$ cat src/rtl/handshake_ctrl_rr_sched.sv
// Round-robin scheduler that turns per-requester control tokens into a single
// registered output slot carrying a constant payload and the winning index.
module handshake_ctrl_rr_sched #(
  parameter int unsigned NUM_REQ     = 4,
  parameter int unsigned DATA_WIDTH  = 32,
  parameter              CONST_VALUE = 32'h0,
  localparam int unsigned IW         = (NUM_REQ > 1) ? $clog2(NUM_REQ) : 1
) (
  input  logic                  clk,
  input  logic                  rst,
  input  logic [NUM_REQ-1:0]    ctrl_valid,
  output logic [NUM_REQ-1:0]    ctrl_ready,
  output logic [DATA_WIDTH-1:0] outs,
  output logic [IW-1:0]         outs_idx,
  output logic                  outs_valid,
  input  logic                  outs_ready,
  output logic [15:0]           tok_count
);

  // state   | meaning
  // S_EMPTY | output slot holds no token
  // S_FULL  | output slot holds a token for outs_idx, offered downstream
  typedef enum logic {
    S_EMPTY = 1'b0,
    S_FULL  = 1'b1
  } state_t;

  localparam logic [DATA_WIDTH-1:0] OUT_CONST = DATA_WIDTH'(CONST_VALUE);
  localparam logic [IW:0]           NUM_REQ_W = (IW+1)'(NUM_REQ);
  localparam logic [IW-1:0]         LAST_IDX  = IW'(NUM_REQ - 1);

  state_t        state_q, state_d;
  logic [IW-1:0] ptr_q, ptr_d;
  logic [IW-1:0] idx_q, idx_d;
  logic [15:0]   tok_q, tok_d;

  logic          full;
  logic          ld;
  logic          xfer;
  logic          grant_found;
  logic [IW-1:0] grant_idx;
  logic          hshake;

  assign full = (state_q == S_FULL);
  assign ld   = !full || outs_ready;
  assign xfer = full && outs_ready;

  // Search ptr, ptr+1, ... wrapping at NUM_REQ so non-power-of-two counts never alias.
  always_comb begin
    logic [IW:0] cand;
    grant_found = 1'b0;
    grant_idx   = '0;
    cand        = '0;
    for (int k = 0; k < NUM_REQ; k++) begin
      cand = {1'b0, ptr_q} + (IW+1)'(k);
      if (cand >= NUM_REQ_W) begin
        cand = cand - NUM_REQ_W;
      end
      if (!grant_found && ctrl_valid[cand[IW-1:0]]) begin
        grant_found = 1'b1;
        grant_idx   = cand[IW-1:0];
      end
    end
  end

  assign hshake = rst && grant_found && ld;

  // Gated by rst so no requester sees an accept while the block is held in reset.
  always_comb begin
    ctrl_ready = '0;
    if (hshake) begin
      ctrl_ready[grant_idx] = 1'b1;
    end
  end

  always_comb begin
    state_d = state_q;
    ptr_d   = ptr_q;
    idx_d   = idx_q;
    tok_d   = tok_q;
    if (xfer) begin
      tok_d = tok_q + 16'd1;
    end
    case (state_q)
      S_EMPTY: begin
        if (hshake) begin
          state_d = S_FULL;
        end
      end
      S_FULL: begin
        if (outs_ready && !hshake) begin
          state_d = S_EMPTY;
        end
      end
      default: state_d = S_EMPTY;
    endcase
    if (hshake) begin
      idx_d = grant_idx;
      ptr_d = (grant_idx == LAST_IDX) ? '0 : grant_idx + IW'(1);
    end
  end

  always_ff @(posedge clk or negedge rst) begin
    if (!rst) begin
      state_q <= S_EMPTY;
      ptr_q   <= '0;
      idx_q   <= '0;
      tok_q   <= '0;
    end else begin
      state_q <= state_d;
      ptr_q   <= ptr_d;
      idx_q   <= idx_d;
      tok_q   <= tok_d;
    end
  end

  assign outs       = OUT_CONST;
  assign outs_idx   = idx_q;
  assign outs_valid = full;
  assign tok_count  = tok_q;

endmodule

$ cat config.mk
export PLATFORM = sky130hd
export DESIGN_NAME = handshake_ctrl_rr_sched
export DESIGN_NICKNAME = d
export VERILOG_FILES = /design/src/rtl/handshake_ctrl_rr_sched.sv
export SDC_FILE = /design/constraint.sdc
export NUM_CORES = 1
export LEC_CHECK = 0
export CAP_MARGIN = 40
export CORE_ASPECT_RATIO = 0.9
export CORE_MARGIN = 10
export CORE_UTILIZATION = 30
export DETAILED_ROUTE_END_ITERATION = 7
export PLACE_DENSITY_LB_ADDON = 0.1
export SLEW_MARGIN = 20
export SYNTH_ARGS = -nofsm -noshare
export SYNTH_HDL_FRONTEND = slang
export SYNTH_SLANG_ARGS = --single-unit
$ cat constraint.sdc
create_clock -name clk -period 2.1 [get_ports clk]
set_input_delay 0.315 -clock clk [delete_from_list [all_inputs] [get_ports clk]]
set_output_delay 0.315 -clock clk [all_outputs]
set_load 0.1 [all_outputs]
Word level (Yosys, flattened, before mapping):

Cells that the tools add are included.

* memories kept: 0
* flip-flop bits (word level): 21
* memory bits (read-only): 0
* input port bits: 7
* RAM bits: 0
* output and inout bits: 55
* bits in latches: 0

* bitwise logic cells: 1
* muxes and demuxes: 27
* eq/ne operators: 1
* div/mod/pow operators: 0
* magnitude comparators: 10
* shifts and indexed selects: 0
* reduce and logical (&&, ||, !) cells: 14
* multiply operators: 0
* add/sub/neg operators: 9

Operators by type and width (count)
* two-way mux 2 bit: 9
* adder 16 x 1 -> 16 bit, second input constant: 1
* < comparator 2 x 3 -> 1 bit, second input constant: 5
* two-way mux 1 bit: 11
* greater-or-equal comparator 3 bit, second input constant: 3
* binary-select mux 1 bit (select 2 bit): 4
* logical AND 1 bit: 8
* subtractor 2 x 1 -> 2 bit, second input constant: 4
* adder 2 x 2 -> 3 bit, second input constant: 2
* zero test 1 bit: 5
* two-way mux 4 bit: 1
* adder 2 x 1 -> 3 bit, second input constant: 1
* greater-or-equal comparator 2 x 3 -> 1 bit, second input constant: 1
* adder 2 x 1 -> 2 bit, second input constant: 1
* demux 1 bit (select 2 bit): 1
* equality test 2 bit, second input constant: 1
* greater-or-equal comparator 2 x 1 -> 1 bit, second input constant: 1
* one-hot mux 1 bit (2 select lines): 1
* logical OR 1 bit: 1
* NOT 1 bit: 1

Logic depth before layout (Yosys ltp):

Gate-level depths: netlist (run 1).

* depth in word-level cells: 20
* depth in mapped cells: 6
* depth with buffers taken out: 6

Worst setup path before layout (run 1):

Ideal clock, no wire load.

* path type: register to output
* from: register state_q (netlist: outs_valid)
* to: output port ctrl_ready[0]
* path buffers: 0
* stages on the path, launching flop included: 3
* setup slack: -211 ps
* data arrival time: 1996 ps
* cells stage by stage: dfrtp_1 a21oi_2 and2_1

* longest elaborated chain between the ends: 4

Ends and longest elaborated chain
* start, declared: line 32 `state_t state_q, state_d;`
* start signal, assigned: line 110 `state_q <= state_d;`
* zero test 1 bit: line 45 `assign ld = !full || outs_ready;`
* logical OR 1 bit: line 45
* logical AND 1 bit: line 66 `assign hshake = rst && grant_found && ld;`
* two-way mux 4 bit: line 71 `if (hshake) begin`
* end, declared: line 12 `output logic [NUM_REQ-1:0] ctrl_ready,`

Every way passes these cells.

Final worst setup path (run 1):

* from: register ptr_q[1]
* to: output port ctrl_ready[1]

* longest elaborated chain between the ends: 19

Ends and longest elaborated chain
* start, declared: line 33 `logic [IW-1:0] ptr_q, ptr_d;`
* start signal, assigned: line 111 `ptr_q <= ptr_d;`
* parallel branches: the longest is 13 deep, another holds adder 2 x 1 -> 3 bit
* two-way mux 2 bit *: line 59 `if (!grant_found && ctrl_valid[cand[IW-1:0]]) begin`
* named net grant_idx[0]: line 41 `logic [IW-1:0] grant_idx;`
* < comparator 2 x 3 -> 1 bit (not written as such) or greater-or-equal comparator 2 x 1 -> 1 bit (tied branches): line 72 `ctrl_ready[grant_idx] = 1'b1;`
* logical AND 1 bit (not written as such): line 72
* two-way mux 1 bit (not written as such): line 72
* demux 1 bit (select 2 bit) *: line 72
* two-way mux 4 bit *: line 71

Mark *: on every way through the listed nets, which the timed path passes. The select of a mux whose other input is x is not followed.

==> metrics, run 1 <==
I/O pin count=62; Placed Area=0.00167 mm2; Setup crit end=ctrl_ready[1]; largest net degree at the start of global routing=22; TritonRoute pass-1 iters=4; R2R depth=6; DIE AREA=0.00765 mm2; Netlist cell types=27; crit-path max cell delay=~0.45 ns; die height=approximately 84 um; DRT Wirelength=approximately 2800 um; Critical Path Start Type=register; Die Wd=91.1 um; max-cap viol count=0; slowest CP cell=dfrtp_2; first-pass GRT wire length=4910 um; Worst-path clk slew=0.07 ns; synth top area cells=dfrtp_1 39%, buf_4 18%, xnor2_1 7.1%; CP Data Arrival Time=1.80 ns; vias in the first global route=962; # DRC=0; Vias per Instance=between 3 and 4; FF-to-FF Start=ptr_q[1]$_DFFE_PN0P_; endpoints failing setup=3; Port Buf Inserts=29; share of post-route cells with drive strength above 1=36.8%; Post-Syn Area=about 0.0014 mm2; DRT iter0 DRCs=68; Worst Path Required=1.78 ns; fin crit share=101%; H-tree depth=1; Critical R2R Capture=ptr_q[1]$_DFFE_PN0P_; CTS tree=yes; sequential share of the synthesized area=38.5%; skew final=0.00445 ns; fin crit period=2.12 ns; Yosys top cell by area=dfrtp_1; CTS buffer count=3; Slew Viols, Final=0; cts hold-fix bufs=0; setup ws final=-0.0156 ns; Cell Chain, Critical Path=nand2b_1 -> a21oi_1 -> a311oi_2 -> buf_4 -> ha_1 -> and2_2 -> buf_12; final instance area=0.00174 mm2; Hold Path Origin=tok_count[3]$_DFFE_PN0P_; CP Launch Point=ptr_q[1]$_DFFE_PN0P_; top fanout value on the critical path=6; gpl congestion=0.738; diode count=0; row count=23; Post-synth ARST share=100%; Clock Latency Late Sink=roughly 0.26 ns; initial antenna violation count=0; drt wl/cell=12.1 um; Clock Tree Root=clkbuf_8; area grow syn2layout=27.5%; status=complete, but fails checks; Core ar.=0.00443 mm2; top cells by count, synth=32 x buf_4, 21 x dfrtp_1, 11 x xnor2_1; IR drop worst, VDD=1.32 mV; critical path class=reg2out; post-synth top area share=38.5%; grt total ovfl=0; total number of vias=891; Lkg Pwr=0.894 nW; most frequent cell after synthesis=buf_4; Nets=184; worst hold path type=reg2reg; warnings from Yosys=0; Worst R2R Setup Slack=between 0.4 and 0.5 ns; GRT Total Usage=between 7 and 8%; Max Freq=473 MHz; hpwl dp=2370 um; ANT nets after route=0; RSZ-0062 raised after global routing=yes; Most used DFF post-synth=dfrtp_1; Post-synth EDFFs=0; setup_tns=-0.0406 ns; Post-Syn Instances=between 100 and 150; clock sink total=21; power per cell area=1240 mW/mm2; #FFs+latches synth=21; Critical Path Sink Type=primary output; Avg Inst Size Synth=10.7 um2; Max Root-Sink Buffers=2; failing checks=setup timing; Initial Util=30.8%; Fin. Hold Viols=0
-- through the flow --
| stage | worst slack (ns) | hold WS [ns] | total power [mW] | util, % | cells |
|---|---|---|---|---|---|
| 3_5_place_dp | -0.189 | 0.485 | 1.89 | 37.7 | 227 |
| 2_1_floorplan | 0.0156 | 0.0194 | 1.65 | - | 159 |
| 3_3_place_gp | -0.117 | 0.476 | 1.88 | 37.7 | 227 |
| 5_1_grt | -0.145 | 0.526 | 2.28 | 39.2 | 233 |
| 4_1_cts | -0.0331 | 0.500 | 2.19 | 39.2 | 233 |
| 6_report | -0.0156 | 0.493 | 2.16 | 39.2 | 233 |
-- registers in the layout, indices dropped and copies added, names as in the netlist --
| name | count |
|---|---|
| tok_count | 16 |
| outs_idx | 2 |
| ptr_q | 2 |
| outs_valid | 1 |
-- final cells by class --
cell class	count	area [um2]
fillers	442	2690
multi-input cells	99	698
flip-flops and latches	21	527
repair buffers	41	368
well taps	62	77.6
clock buffers	3	41.3
inverters	6	22.5
clock inverters	1	5.00
-- kinds of logic (layout without fill, tap and decap cells) --
kind of cell	Yosys count	after routing	synth area share, %
multiplexers	5	5	4.04
buffers and inverters	39	51	20.1
adder cells (fa/ha/maj)	5	5	4.59
flip-flops	21	21	38.5
other	1	32	0.275
XOR/XNOR	15	15	10.7
AND/OR/NAND/NOR	32	32	15.9
AO/OA/AOI/OAI	10	10	5.87
-- critical path: cells and delay by family (launching register included) --
| kind | cells | cell delay [ns] |
|---|---|---|
| AOI/OAI and AO/OA | 2 | 0.26 |
| DFF | 1 | 0.45 |
| adders and majority gates | 1 | 0.17 |
| buffers and inverters | 2 | 0.32 |
| and+or+nand+nor | 2 | 0.33 |
-- worst min path at each step --
stage | to | slack [ns] | depth (start not counted)
after floorplan | outs_idx[0]$_DFFE_PN0P_ | 0.02 | 0
after global placement | tok_count[3]$_DFFE_PN0P_ | 0.48 | 1
after detailed placement | tok_count[3]$_DFFE_PN0P_ | 0.49 | 1
after CTS | tok_count[3]$_DFFE_PN0P_ | 0.50 | 1
after global routing | tok_count[3]$_DFFE_PN0P_ | 0.53 | 1
final | tok_count[3]$_DFFE_PN0P_ | 0.49 | 1
-- metal layers --
layer	vias up	GRT usage (%)	share of wire, %	routed length [um]
li1	440	-	-	-
met3	0	4.32	9.6	271
met2	37	12.1	47	1330
met1	414	9.20	43	1220
met5	-	0	0	0
met4	0	0.853	0	0
-- what timing repair did --
action | CTS | global route
gates resized for setup | 12 | 0
pin swaps | 4 | 2
endpoints found under the setup margin | 4 | 4
buffers inserted | 2 | 0
-- cell usage in the layout, fill, tap and decap left out, types with 3 or more instances in the layout --
master and count:
a21oi_1 3, buf_12 4, buf_4 31, clkbuf_8 3, conb_1 32, dfrtp_1 20
dlygate4sd2_1 4, ha_1 3, inv_1 5, mux2_2 4, nand2_1 8, nand3_1 5
nor2_1 4, xnor2_1 11
-- power by group --
group	total (mW)	switching [mW]	internal, mW
combinational	1.31	1.02	0.296
sequential	0.593	0.0984	0.495
clock	0.256	0.124	0.132
total	2.16	1.24	0.922
Note: power is estimated with default switching activity, not from simulation.
==> run 2: changes to the inputs <==
--- a/config.mk
+++ b/config.mk
@@ -11,6 +11,7 @@
 export CORE_UTILIZATION = 30
 export DETAILED_ROUTE_END_ITERATION = 7
 export PLACE_DENSITY_LB_ADDON = 0.1
+export REMOVE_ABC_BUFFERS = 1
 export SLEW_MARGIN = 20
 export SYNTH_ARGS = -nofsm -noshare
 export SYNTH_HDL_FRONTEND = slang
==> run 2 against run 1 <==
The run now ends clean. Routed wire length is 4.5% higher. Non-clock buffer count fell by 1. Die area unchanged. Clock skew rose by 0.00091 ns. Setup slack better by 0.027 ns. Core utilization fell by 0.23 points.
==> metrics, run 2 (synthesized netlist as in run 1, its figures left out) <==
status=complete, no violations; Worst-path clk slew=0.08 ns; clock sink total=21; fin crit period=2.09 ns; Critical Path Sink Type=primary output; worst hold path type=reg2reg; row count=23; placed instance count=between 200 and 250; Lkg Pwr=between 0.8 and 0.9 nW; DP Worst Slack=-0.124 ns; DIE AREA=0.00765 mm2; Vias per Instance=3.94; WHS=just under 0.5 ns; Int Power=925 uW; Placed Area=between 0.0015 and 0.002 mm2; ANT nets after route=0; fin crit share=99.5%; switching share of power=57.4%; CTS buffer count=3; # DRC=0; drt wl/cell=12.7 um; vias in the first global route=965; Worst Path Required=1.78 ns; DRT iter0 DRCs=29; diode count=0; Clock power frac=12.2%; largest net degree at the start of global routing=22; Port Buf Inserts=29; IR drop worst, VDD=1.03 mV; final total power=2.17 mW; power per cell area=1260 mW/mm2; critical path class=reg2out; TritonRoute pass-1 iters=4; GRT Total Usage=under 10%; Non-Filler Instances=232; Clock Latency Late Sink=0.26 ns; final instance area=roughly 0.0017 mm2; max-cap viol count=0; H-tree depth=1; CP Data Arrival Time=1.77 ns; Slew Viols, Final=0; cts hold-fix bufs=0; RSZ-0062 raised after global routing=yes; Max Root-Sink Buffers=2; most frequent cells in the layout=32 x conb_1, 30 x buf_4, 20 x dfrtp_1, 11 x xnor2_1, 8 x nand2_1; first-pass GRT wire length=4950 um; skew final=0.00535 ns; I/O pin count=62; Comb power frac=60.6%; Max Freq=479 MHz; endpoints failing setup=0; Nets=183; top fanout value on the critical path=5; Initial Util=30.8%; DRT Wirelength=2940 um; grt total ovfl=0; Fin. Hold Viols=0; number of flip-flops in the largest register=16; commonest non-fill, non-tap cell in the layout=conb_1; Clock Tree Root=clkbuf_8; hpwl dp=roughly 2400 um; sequential share of power=27.2%; die height=84.0 um; Die Wd=91.1 um; share of post-route cells with drive strength above 1=34.7%; Critical Path Start Type=register; total number of vias=913; CTS tree=yes; area grow syn2layout=26.8%; Sw Pwr=1.25 mW; Core ar.=about 0.0044 mm2; initial antenna violation count=0; gpl congestion=0.752; setup ws final=around 0.011 ns
==> run 2: cell types whose count changed in the layout (fill, tap and decap cells not counted), sizes merged <==
cell / previous run / this run
buf: 35 / 34
==> run 2: power groups by stage <==
stage          registers [mW]  clock network [mW]  logic (mW)
5_1_grt                 0.611               0.295        1.38
3_3_place_gp            0.596                   0        1.28
3_5_place_dp            0.595                   0        1.29
6_report                0.590               0.265        1.32
4_1_cts                 0.592               0.277        1.31
2_1_floorplan            1.10                   0       0.502
==> run 2: layer usage <==
| metal | vias to the layer above | share of wire [%] | GRT usage (%) |
|---|---|---|---|
| li1 | 437 | - | - |
| met1 | 437 | 41 | 8.74 |
| met2 | 37 | 48 | 12.7 |
| met3 | 2 | 10 | 4.14 |
| met4 | 0 | 0.65 | 1.71 |
| met5 | - | 0 | 0 |
==> run 2: timing repair <==
action,4_1_cts,5_1_grt
pin swaps,2,1
endpoints found under the setup margin,4,4
resized for setup,10,1
buffers inserted,1,1
==> run 2: final cells by class <==
class | count | area, um2
multi-input cells | 99 | 696
well taps | 62 | 77.6
flip-flops and latches | 21 | 527
fillers | 449 | 2700
inverters | 6 | 22.5
clock inverters | 1 | 5.00
repair buffers | 40 | 360
clock buffers | 3 | 41.3
==> run 2: worst paths after layout <==
check | start | to | slack [ns] | cells past startpoint
max in group asynchronous | rst | ptr_q[1]$_DFFE_PN0P_ | 1.35 | 2
hold reg to reg | tok_count[11]$_DFFE_PN0P_ | tok_count[11]$_DFFE_PN0P_ | 0.50 | 1
setup reg to reg | ptr_q[1]$_DFFE_PN0P_ | ptr_q[1]$_DFFE_PN0P_ | 0.43 | 6
min in group asynchronous | rst | outs_idx[0]$_DFFE_PN0P_ | 0.52 | 2
hold / removal | tok_count[11]$_DFFE_PN0P_ | tok_count[11]$_DFFE_PN0P_ | 0.50 | 1
setup / recovery | ptr_q[1]$_DFFE_PN0P_ | ctrl_ready[2] | 0.01 | 7
==> run 2: per-stage QoR <==
stage          utilization (%)  setup TNS [ns]
2_1_floorplan                -           -1.06
5_1_grt                   39.0          -0.374
6_report                  39.0               0
3_5_place_dp              37.4          -0.473
4_1_cts                   38.8         -0.0123
3_3_place_gp              37.4          -0.377
==> run 2: worst max-delay path, stage by stage (launching register included) <==
cell and delay, ns:
dfrtp_2 0.42, mux2i_1 0.20, nor2_1 0.06, a311oi_2 0.21, inv_1 0.10, ha_1 0.21, and2_4 0.14, buf_12 0.16
==> run 3: changes to the inputs <==
--- a/config.mk
+++ b/config.mk
@@ -10,6 +10,7 @@
 export CORE_MARGIN = 10
 export CORE_UTILIZATION = 30
 export DETAILED_ROUTE_END_ITERATION = 7
+export GPL_ROUTABILITY_DRIVEN = 0
 export PLACE_DENSITY_LB_ADDON = 0.1
 export REMOVE_ABC_BUFFERS = 1
 export SLEW_MARGIN = 20
==> constraint.sdc (replaced) <==
create_clock -name clk -period 2.1 [get_ports clk]
set_input_delay 0.315 -clock clk [delete_from_list [all_inputs] [get_ports clk]]
set_output_delay 0.315 -clock clk [all_outputs]
set_load 0.005 [all_outputs]
==> run 3 against run 2 <==
The flow now finishes with violations (setup timing). Combinational power decreased by 55%. Sequential share of layout area down 1.6 points. Maximum frequency fell by 3.1%. Core utilization is 2.2 points higher. Setup slack got worse by 0.067 ns. Register-to-register slack lost 0.12 ns. Clock skew is 0.0026 ns higher. Sequential cell count is the same. Largest power group unchanged.
==> metrics, run 3 (synthesized netlist as in run 1, its figures left out) <==
Non-Filler Instances=238; max-cap viol count=0; drt wl/cell=13.2 um; CTS tree=yes; clock sink total=21; power per cell area=just under 800 mW/mm2; RSZ-0062 raised after global routing=yes; sequential share of power=40.3%; critical path class=reg2out; total number of vias=920; skew final=0.00796 ns; diode count=0; DP Worst Slack=-0.463 ns; first-pass GRT wire length=around 5300 um; Slew Viols, Final=0; Worst Hold Depth=1; Nets=189; H-tree depth=1; share of post-route cells with drive strength above 1=roughly 27%; Die Wd=just over 90 um; Worst R2R Setup Slack=0.31 ns; Sw Pwr=between 400 and 500 uW; R2R depth=7; number of flip-flops in the largest register=16; CP Data Arrival Time=~1.8 ns; hpwl dp=2470 um; top fanout value on the critical path=4; Clock power frac=18.5%; vias in the first global route=992; Initial Util=a little under a third; worst hold path type=reg2reg; Worst Path Required=1.78 ns; Hold Path Origin=tok_count[3]$_DFFE_PN0P_; IR drop worst, VDD=around 0.61 mV; FF-to-FF Start=ptr_q[1]$_DFFE_PN0P_; Max Root-Sink Buffers=2; Placed Area=approximately 0.0017 mm2; Worst-path clk slew=0.08 ns; Critical Path Sink Type=primary output; TritonRoute pass-1 iters=3; area grow syn2layout=34.0%; Lkg Pwr=approximately 0.9 nW; fin crit share=103%; WHS Endpoint=tok_count[3]$_DFFE_PN0P_; Port Buf Inserts=29; fin crit period=2.16 ns; row count=23; setup ws final=-0.0556 ns; placed instance count=228; setup_tns=-0.0762 ns; ANT nets after route=0; Critical R2R Capture=ptr_q[1]$_DFFE_PN0P_; # DRC=0; status=complete, but fails checks; cts hold-fix bufs=0; DRT Wirelength=3140 um; Fin. Hold Viols=0; I/O pin count=62; switching share of power=between 30% and 40%; largest net degree at the start of global routing=22; Clock Latency Late Sink=0.26 ns; Comb power frac=roughly two fifths; final instance area=0.00183 mm2; commonest non-fill, non-tap cell in the layout=conb_1; DIE AREA=0.00765 mm2; CTS buffer count=3; failing checks=setup timing; GRT Total Usage=8.45%; DRT iter0 DRCs=between 60 and 70; Clock Tree Root=clkbuf_8; die height=84.0 um; Vias per Instance=3.87; Max Freq=464 MHz; Int Power=about 1000 uW; initial antenna violation count=0; endpoints failing setup=2; Critical Path Start Type=register; Core ar.=0.00443 mm2; most frequent cells in the layout=32 x conb_1, 21 x clkdlybuf4s50_1, 20 x dfrtp_1, 13 x buf_4, 11 x xnor2_1; grt total ovfl=0
[run 3: layout make-up]
cell class | instances | area, um2
clock buffers | 3 | 41.3
repair buffers | 46 | 417
well taps | 62 | 77.6
multi-input cells | 99 | 738
fillers | 453 | 2600
clock inverters | 1 | 5.00
flip-flops and latches | 21 | 527
inverters | 6 | 22.5
[run 3: how the worst max path moves through the flow]
stage | startpoint | endpoint | slack (ns) | cells after the start
2_1_floorplan | ptr_q[1]$_DFFE_PN0P_ | ctrl_ready[0] | 0.36 | 6
3_3_place_gp | ctrl_valid[0] | ctrl_ready[0] | -0.41 | 8
3_5_place_dp | ctrl_valid[2] | ctrl_ready[3] | -0.46 | 8
4_1_cts | ptr_q[1]$_DFFE_PN0P_ | ctrl_ready[0] | -0.08 | 8
5_1_grt | ptr_q[1]$_DFFE_PN0P_ | ctrl_ready[0] | -0.17 | 8
6_report | ptr_q[1]$_DFFE_PN0P_ | ctrl_ready[0] | -0.06 | 8
[run 3: layer usage]
layer  global-route usage [%]  share of wire, %
met1                     8.42                39
met2                     15.0                50
met3                     5.13                11
met4                     1.28                 0
met5                        0                 0
[run 3: power by group through the flow]
stage / Sequential, mW / Clock [mW] / Combinational [mW]
final: 0.585 / 0.268 / 0.596
after global routing: 0.602 / 0.302 / 0.657
after CTS: 0.589 / 0.280 / 0.563
after detailed placement: 0.598 / 0 / 0.469
after global placement: 0.594 / 0 / 0.464
after floorplan: 0.586 / 0 / 0.199
[run 3: timing repair]
item	4_1_cts	5_1_grt
endpoints found under the hold margin	0	0
resized for setup	34	3
endpoints found under the setup margin	4	4
buffers inserted	5	1
pin swaps	6	2
[run 3: worst max-delay path, stage by stage, from the launching register on]
cell and delay, ns:
dfrtp_2 0.41, mux2i_1 0.19, nor2_1 0.07, a311oi_2 0.27, inv_1 0.12, buf_6 0.14, ha_4 0.14, and2_1 0.12
buf_2 0.12
[run 3: per-stage QoR]
stage	total power [mW]	hold slack [ns]	utilization, %
global route	1.56	0.506	41.2
floorplan	0.784	0.0194	-
detailed placement	1.07	0.477	38.2
global placement	1.06	0.478	38.2
CTS	1.43	0.494	40.6
finish	1.45	0.487	41.2
